[config.mk]
export PLATFORM = sky130hd
export DESIGN_NAME = conv3x3_stream_v2
export DESIGN_NICKNAME = d
export VERILOG_FILES = /design/src/rtl/conv3x3_stream_v2.sv
export SDC_FILE = /design/constraint.sdc
export NUM_CORES = 2
export LEC_CHECK = 0
export ABC_AREA = 0
export BUFFER_PORTS_ARGS = -buffer_cell sky130_fd_sc_hd__buf_2
export CORE_ASPECT_RATIO = 1.4
export CORE_UTILIZATION = 50
export DETAILED_ROUTE_END_ITERATION = 8
export GPL_ROUTABILITY_DRIVEN = 1
export HOLD_SLACK_MARGIN = 0.06
export PLACE_DENSITY_LB_ADDON = 0.3
export SYNTH_ARGS = -nofsm -noshare
export SYNTH_HDL_FRONTEND = slang
export SYNTH_SLANG_ARGS = --single-unit
[constraint.sdc]
create_clock -name s00_axis_aclk -period 23.9 [get_ports s00_axis_aclk]
set_input_delay 2.39 -clock s00_axis_aclk [delete_from_list [all_inputs] [get_ports s00_axis_aclk]]
set_output_delay 2.39 -clock s00_axis_aclk [all_outputs]
set_load 0.01 [all_outputs]
[src/rtl/conv3x3_stream_v2.sv]
// ============================================================================
// Module   : conv3x3_stream_v2
// Purpose  : 3x3 "valid"-mode streaming convolution, AXI4-Stream in/out,
//            programmable kernel committed at frame boundaries.
// Revision : 1.0  initial release
// ============================================================================
`default_nettype none

module conv3x3_stream_v2 #(
    parameter int C_AXIS_TDATA_WIDTH = 32,
    parameter int PIXEL_NB           = 8,
    parameter int KERNEL_NB          = 8,
    parameter int IMG_WIDTH          = 64,
    parameter int IMG_HEIGHT         = 64,
    parameter int SHIFT              = 0
) (
    input  logic                            s00_axis_aclk,
    input  logic                            s00_axis_aresetn,
    input  logic [C_AXIS_TDATA_WIDTH-1:0]   s00_axis_tdata,
    input  logic [C_AXIS_TDATA_WIDTH/8-1:0] s00_axis_tstrb,
    input  logic                            s00_axis_tvalid,
    output logic                            s00_axis_tready,
    input  logic                            s00_axis_tlast,
    output logic [C_AXIS_TDATA_WIDTH-1:0]   m00_axis_tdata,
    output logic [C_AXIS_TDATA_WIDTH/8-1:0] m00_axis_tstrb,
    output logic                            m00_axis_tvalid,
    input  logic                            m00_axis_tready,
    output logic                            m00_axis_tlast,
    input  logic                            cfg_we,
    input  logic [3:0]                      cfg_addr,
    input  logic [KERNEL_NB-1:0]            cfg_data,
    output logic                            frame_err
);

    localparam int CW    = $clog2(IMG_WIDTH);
    localparam int RW    = $clog2(IMG_HEIGHT);
    localparam int ACC_W = PIXEL_NB + KERNEL_NB + 4;
    localparam logic [CW-1:0]              COL_LAST = CW'(IMG_WIDTH - 1);
    localparam logic [RW-1:0]              ROW_LAST = RW'(IMG_HEIGHT - 1);
    localparam logic signed [ACC_W-1:0]    PIX_MAX  = ACC_W'((1 << PIXEL_NB) - 1);
    localparam logic signed [KERNEL_NB-1:0] K_ONE   = KERNEL_NB'(1);

    logic                 en, accept, at_end, interior, early_last;
    logic [CW-1:0]        col;
    logic [RW-1:0]        row;
    logic [PIXEL_NB-1:0]  pix;
    logic                 s1_valid, s1_last, commit;
    logic [PIXEL_NB-1:0]  lb0 [IMG_WIDTH];
    logic [PIXEL_NB-1:0]  lb1 [IMG_WIDTH];
    logic [PIXEL_NB-1:0]  win [3][3];
    logic signed [KERNEL_NB-1:0] shadow [3][3];
    logic signed [KERNEL_NB-1:0] active [3][3];
    logic signed [ACC_W-1:0] acc, shifted, pw, kw;
    logic [PIXEL_NB-1:0]  sat;
    logic                 unused_inputs;

    assign en              = ~m00_axis_tvalid | m00_axis_tready;
    assign s00_axis_tready = en;
    assign accept          = s00_axis_tvalid & en;
    assign pix             = s00_axis_tdata[PIXEL_NB-1:0];
    assign at_end          = (row == ROW_LAST) && (col == COL_LAST);
    assign interior        = (row >= RW'(2)) && (col >= CW'(2));
    assign early_last      = s00_axis_tlast & ~at_end;
    assign m00_axis_tstrb  = '1;
    assign unused_inputs   = &{1'b0, s00_axis_tstrb,
                               s00_axis_tdata[C_AXIS_TDATA_WIDTH-1:PIXEL_NB]};

    // A stage-1 beat that moves on this edge still sees the old bank, so the
    // swap may coincide with it; only a frozen interior beat blocks it.
    assign commit = (row == '0) && (col == '0) && (!s1_valid || en);

    // Stage 1 storage: line buffers and window are pure datapath, not reset.
    always_ff @(posedge s00_axis_aclk) begin
        if (accept) begin
            lb0[col] <= lb1[col];
            lb1[col] <= pix;
            for (int r = 0; r < 3; r++) begin
                win[r][0] <= win[r][1];
                win[r][1] <= win[r][2];
            end
            win[0][2] <= lb0[col];
            win[1][2] <= lb1[col];
            win[2][2] <= pix;
        end
    end

    always_ff @(posedge s00_axis_aclk or negedge s00_axis_aresetn) begin
        if (!s00_axis_aresetn) begin
            row       <= '0;
            col       <= '0;
            s1_valid  <= 1'b0;
            s1_last   <= 1'b0;
            frame_err <= 1'b0;
        end else if (accept) begin
            if (early_last) begin
                row       <= '0;
                col       <= '0;
                s1_valid  <= 1'b0;
                s1_last   <= 1'b0;
                frame_err <= 1'b1;
            end else begin
                s1_valid <= interior;
                s1_last  <= at_end;
                if (at_end) begin
                    row <= '0;
                    col <= '0;
                    if (!s00_axis_tlast)
                        frame_err <= 1'b1;
                end else if (col == COL_LAST) begin
                    col <= '0;
                    row <= row + RW'(1);
                end else begin
                    col <= col + CW'(1);
                end
            end
        end else if (en) begin
            s1_valid <= 1'b0;
        end
    end

    always_ff @(posedge s00_axis_aclk or negedge s00_axis_aresetn) begin
        if (!s00_axis_aresetn) begin
            for (int r = 0; r < 3; r++) begin
                for (int c = 0; c < 3; c++) begin
                    shadow[r][c] <= (r == 1 && c == 1) ? K_ONE : '0;
                    active[r][c] <= (r == 1 && c == 1) ? K_ONE : '0;
                end
            end
        end else begin
            for (int r = 0; r < 3; r++) begin
                for (int c = 0; c < 3; c++) begin
                    if (cfg_we && cfg_addr == 4'(r * 3 + c))
                        shadow[r][c] <= cfg_data;
                    if (commit)
                        active[r][c] <= shadow[r][c];
                end
            end
        end
    end

    always_comb begin
        acc = '0;
        pw  = '0;
        kw  = '0;
        for (int r = 0; r < 3; r++) begin
            for (int c = 0; c < 3; c++) begin
                pw  = ACC_W'($signed({1'b0, win[r][c]}));
                kw  = ACC_W'(active[r][c]);
                acc = acc + pw * kw;
            end
        end
        shifted = acc >>> SHIFT;
        if (shifted[ACC_W-1])
            sat = '0;
        else if (shifted > PIX_MAX)
            sat = '1;
        else
            sat = shifted[PIXEL_NB-1:0];
    end

    always_ff @(posedge s00_axis_aclk or negedge s00_axis_aresetn) begin
        if (!s00_axis_aresetn) begin
            m00_axis_tvalid <= 1'b0;
            m00_axis_tlast  <= 1'b0;
            m00_axis_tdata  <= '0;
        end else if (en) begin
            m00_axis_tvalid <= s1_valid;
            m00_axis_tlast  <= s1_valid & s1_last;
            if (s1_valid)
                m00_axis_tdata <= {{(C_AXIS_TDATA_WIDTH-PIXEL_NB){1'b0}}, sat};
        end
    end

endmodule

`default_nettype wire

# Word level (Yosys, flattened, before mapping)
# Memories as Yosys holds them, arrays and structs flattened.
# Cells that the tools add are included.
# word_totals
reg_bits	169
ramBits	1096
input_bits	54
output_inout_bits	40
elab_cells	109
mem_count	3
# classes
add_sub_neg	10
n_mul	9
order_cmp	3
eq_ne	11
muxes	17
bitwise	6
n_reduce_logical	24
# mem_list
memory	words	width	rd	rd_ports_with_merged_regs	write_ports	line	source
lb0	64	8	1	0	1	48	logic [PIXEL_NB-1:0] lb0 [IMG_WIDTH];
lb1	64	8	1	0	1	49	logic [PIXEL_NB-1:0] lb1 [IMG_WIDTH];
win	3	24	3	0	3	50	logic [PIXEL_NB-1:0] win [3][3];
# ops
op	count
$mul 9x8->17	9
$add 20x17->20	5
$mux 6	6
$add 19x17->20	1
$gt 20x9->1 const B	1
$add 18x17->19	1
$add 17x17->18	1
$eq 4x3->1 const B	4
$mux 8	2
$logic_and 1x1->1	13
$add 6x1->6 const B	2
$eq 6x6->1 const B	2
$ge 6x2->1 const B	2
$logic_not 6->1	2
$mux 1	9
$eq 4x2->1 const B	2
$eq 4x1->1 const B	1
$eq 4x4->1 const B	1
$logic_not 4->1	1
$reduce_and 2->1	2
$reduce_bool 2->1	2
$and 1x1->1	3
$reduce_and 3->1	1
$reduce_bool 3->1	1
other kinds (5)	6

# Logic depth before layout (Yosys ltp)
# An unclocked memory read counts as a cell.
# logic_depth
word_depth	13
mapped_depth	31

# Least setup slack after synthesis
# OpenSTA, ideal clock, no wires.
# synth_timing
path_type	reg2reg
startpoint	reg active[15] (netlist name)
endpoint	reg m00_axis_tdata[0]
setup_ns	0.150
arrival_time_ns	7.641
required_time_ns	23.750
slack_ns	16.109
stages_incl_launch_ff	25
path_buffers	0
path_cell_list	dfrtp_1 -> clkinv_1 -> nor2_1 -> fa_1 -> fa_1 -> fa_1 -> inv_1 -> fa_1 -> fa_1 -> inv_1 -> fa_1 -> fa_1 -> fa_1 -> inv_1 -> fa_1 -> fa_1 -> inv_1 -> ha_1 -> o21ai_1 -> nor2_1 -> o31ai_2 -> a311oi_2 -> a41oi_1 -> mux2i_1 -> a22oi_1
# synth_via
elab_chain_len	6
# synth_lines
item	line	source
start, declared	52	logic signed [KERNEL_NB-1:0] active [3][3];
start signal, assigned by index	126	active[r][c] <= (r == 1 && c == 1) ? K_ONE : '0;
start signal, assigned by index	135	active[r][c] <= shadow[r][c];
$mul 9x8->17 *	149	acc = acc + pw * kw;
$add 20x17->20 * (2 in a row)	149	
$gt 20x9->1	155	else if (shifted > PIX_MAX)
$mux 8	155	
$mux 8 *	153	if (shifted[ACC_W-1])
end signal, assigned	170	m00_axis_tdata <= {{(C_AXIS_TDATA_WIDTH-PIXEL_NB){1'b0}}, sat};
end, declared	24	output logic [C_AXIS_TDATA_WIDTH-1:0] m00_axis_tdata,
# Every way passes the cells marked *; elsewhere a longest branch is shown, timed or not.
# A chain may end at the register's enable or synchronous reset.

# Final worst setup path
# layout_timing
startpoint	reg active[15] (netlist name)
endpoint	reg m00_axis_tdata[7]
# Same word-level chain as after synthesis.

==> summary.md <==
| Metric | Value |
|---|---|
| Met3 Use GR | 3.58% |
| Status | finished, violations left |
| Synth Area in XOR/XNOR | less than 1% |
| Die ar. | around 140000 sq um |
| Die X | approximately 310 um |
| Area growth, synth to finish | 9.22% |
| Post-CTS Resized | 0 |
| CP most frequent cell | fa_1 |
| GRT met1 Usage | 31.2% |
| Commonest non-fill, non-tap cell in the layout | edfxtp_1 |
| Setup crit end kind | register |
| Post-Synth Simple-Gate Area | 6.82% |
| Post-Syn Area | around 68000 sq um |
| Avg Vias per Cell | 5.86 |
| Core Region | 136000 sq um |
| Synth cell types | 80 |
| Vias in the first global route | just over 40k |
| H-tree depth | 3 |
| Max incr delay on CP | about 0.58 ns |
| Main combinational cell family by area after synthesis | adder cells |
| Hold-fix buffers at CTS | 0 |
| Final HPWL DP | roughly 130 mm |
| Clock Tree Root | clkbuf_16 |
| Worst Tran Pin Value | between 1 and 1.5 ns |
| RSZ-0062 raised after global routing | false |
| CTS tree | built |
| MaxCap Viol Count | 0 |
| Port buffer count | 37 |
| Final Cycle Share | 37.7% |
| Syn. warnings | 0 |
| Number of enable flip-flop cells after synthesis | around 1.1k |
| Critical path's slowest cell | dfrtp_1 |
| Initial antenna violation count | 2 |
| Final Hold Fails | 0 |
| Crit path cell chain | clkinv_1 > nor2_1 > fa_1 > fa_1 > fa_1 > inv_1 > fa_1 > fa_1 > inv_1 > fa_1 > fa_1 > fa_1 > inv_1 > fa_1 > fa_1 > inv_1 > ha_1 > o21ai_1 > nor2_1 > o31ai_2 > a311oi_2 > a41oi_1 > mux2i_1 > a22oi_1 |
| Worst Skew | ~0.050 ns |
| Fin Setup TNS | 0 ns |
| Gate Count Post-Synth | slightly below 5k |
| Avg WL per Cell | ~27 um |
| Clock sinks | roughly 1.3k |
| Peak Freq | roughly 110 MHz |
| CP Launch Type | register |
| Clk_lat worst skew | around 0.76 ns |
| DR iter-0 viols | 3402 |
| Tmin final | ~9.0 ns |
| WP data required | 24.46 ns |
| Post-Synth Adder-Cell Area | 22.1% |
| Mux share of post-synthesis cell area | approximately 3.1% |
| Vias | around 40k |
| Synth Area in Compound Gates | 7.81% |
| DR pass1 iterations | 8 |
| WP data arrival | 9.56 ns |
| Row cnt | between 150 and 200 |
| Ratio of cells with drive above 1 in the final layout | between 10% and 20% |
| Critical path peak fanout | 9 |
| Initial core utilization | approximately 50% |
| Kind of critical path | register to register |
| GR peak layer | met2 |
| DRC errors left | 8 |
| Io pins | 94 |
| Commonest non-fill, non-tap cells in the layout | edfxtp_1, inv_1, fa_1, and2_1, a22oi_1 |
| First-pass GRT wire length | approximately 270 mm |
| Inserted Clock Buffers | 117 |
| Nets | between 5k and 6k |
| Largest net degree at the start of global routing | 87 |
| Hold WC Path Type | register to register |
| Post-synthesis async set-or-reset flop share | approximately an eighth |
| Synthesized area per cell | around 14 sq um |
| Overall global routing resource usage | a little over a quarter |
| Clk pin slew, worst setup/hold paths | approximately 0.060 ns |
| Post-DRT Antenna Nets | 0 |
| Max-slew violations | 0 |
| Met2 Use GR | 47.9% |
| Synth Register Bits | about 1.3k |
| WL final | around 190 mm |
| Post-CTS Setup Repair Bufs | 0 |
| Die H | roughly 440 um |
| Slew margin rel. | about 17% |
| Max clock buf depth | 3 |
| GRT overflow | 0 |
| Ys flop type | edfxtp_1 |
| Violated checks | design-rule violations |
| Post-synthesis sequential area ratio | between 50 and 60% |
| Setup violations, final | 0 |
| Placer Congestion | between 0.9 and 1 |
[area by class of cell]
class / count / area, sq um
fillers: 11000 / 61200
flip-flops and latches: 1265 / 37100
multi-input cells: 2693 / 27600
clock buffers: 158 / 3160
inverters: 744 / 2790
well taps: 1782 / 2230
repair buffers: 159 / 1170
clock inverters: 60 / 606
diodes: 3 / 7.51
[flip-flops by register name, indices dropped and copies added, names as in the netlist]
| name | flops |
|---|---|
| col | 6 |
| m00_axis_tvalid | 1 |
| m00_axis_tlast | 1 |
| shadow | 72 |
| s1_last | 1 |
| row | 6 |
| win | 72 |
| active | 72 |
| s1_valid | 1 |
| lb1 | 512 |
| frame_err | 1 |
| lb0 | 512 |
| m00_axis_tdata | 8 |
[cells by family (layout without fill, tap and decap cells)]
group           Yosys count  count (layout)
flops                  1265            1265
buf+inv                 940            1121
simple gates            886             886
fa+ha+maj               870             870
compound gates          711             711
mux                     183             183
xor+xnor                 15              15
other cells               2              31
[per-stage QoR]
step	hold WS, ns	util (%)	setup slack, ns	instance area [sq um]	instances
6_report	0.473	55.0	14.90	74800	6864
5_1_grt	0.505	55.0	14.52	74800	6862
4_1_cts	0.480	55.0	14.87	74800	6861
3_5_place_dp	0.468	52.2	14.87	71000	6643
3_3_place_gp	0.457	52.2	14.92	71000	6643
2_1_floorplan	0.444	-	16.11	68600	4898
[critical path, delay by kind of cell, from the launching register on]
family | cells | cell delay (ns)
and+or+nand+nor | 2 | 0.34
adders and majority gates | 11 | 5.49
muxes | 1 | 0.58
AOI/OAI and AO/OA | 5 | 1.25
DFF | 1 | 0.58
buffers and inverters | 5 | 0.61
[synthesized netlist by cell type, types with 11 or more instances]
cell type	number	share of area, %
ha_1	301	5.5
o21ai_0	43	0.31
a21oi_1	45	0.33
nand2b_1	30	0.27
a22o_1	60	0.77
inv_1	741	4.1
buf_1	13	0.071
buf_4	43	0.47
a221oi_1	62	0.79
a31oi_1	55	0.50
nand2_1	229	1.3
xnor2_1	14	0.18
nand3_1	11	0.080
mux2_2	149	2.5
and2_1	341	3.1
a41oi_1	36	0.46
edfxtp_1	1096	48
a22oi_1	332	3.6
buf_2	79	0.58
dfrtp_1	167	6.1
nor3_1	11	0.080
nor2_1	154	0.84
mux2i_1	23	0.34
nand4_1	30	0.27
nor4_1	11	0.10
nor2b_1	24	0.22
fa_1	569	17
clkbuf_1	51	0.28
[worst paths after layout]
check	start	to	slack, ns	cells after the start
max reg2reg	active[15]	m00_axis_tdata[7]	14.90	24
min reg2reg	shadow[7]	active[7]	0.47	2
max	active[15]	m00_axis_tdata[7]	14.90	24
min	shadow[7]	active[7]	0.47	2
min in group asynchronous	s00_axis_aresetn	shadow[58]	1.63	1
max in group asynchronous	s00_axis_aresetn	active[28]	20.36	3
[layer usage]
layer	wire [um]	up-vias
met5	0	-
li1	-	17300
met2	95400	1640
met3	11900	460
met1	64500	20900
met4	13600	0
Power is left out: the tool's default activity adds up to more than one toggle a clock period on the data nets, which glitch-free logic cannot reach.
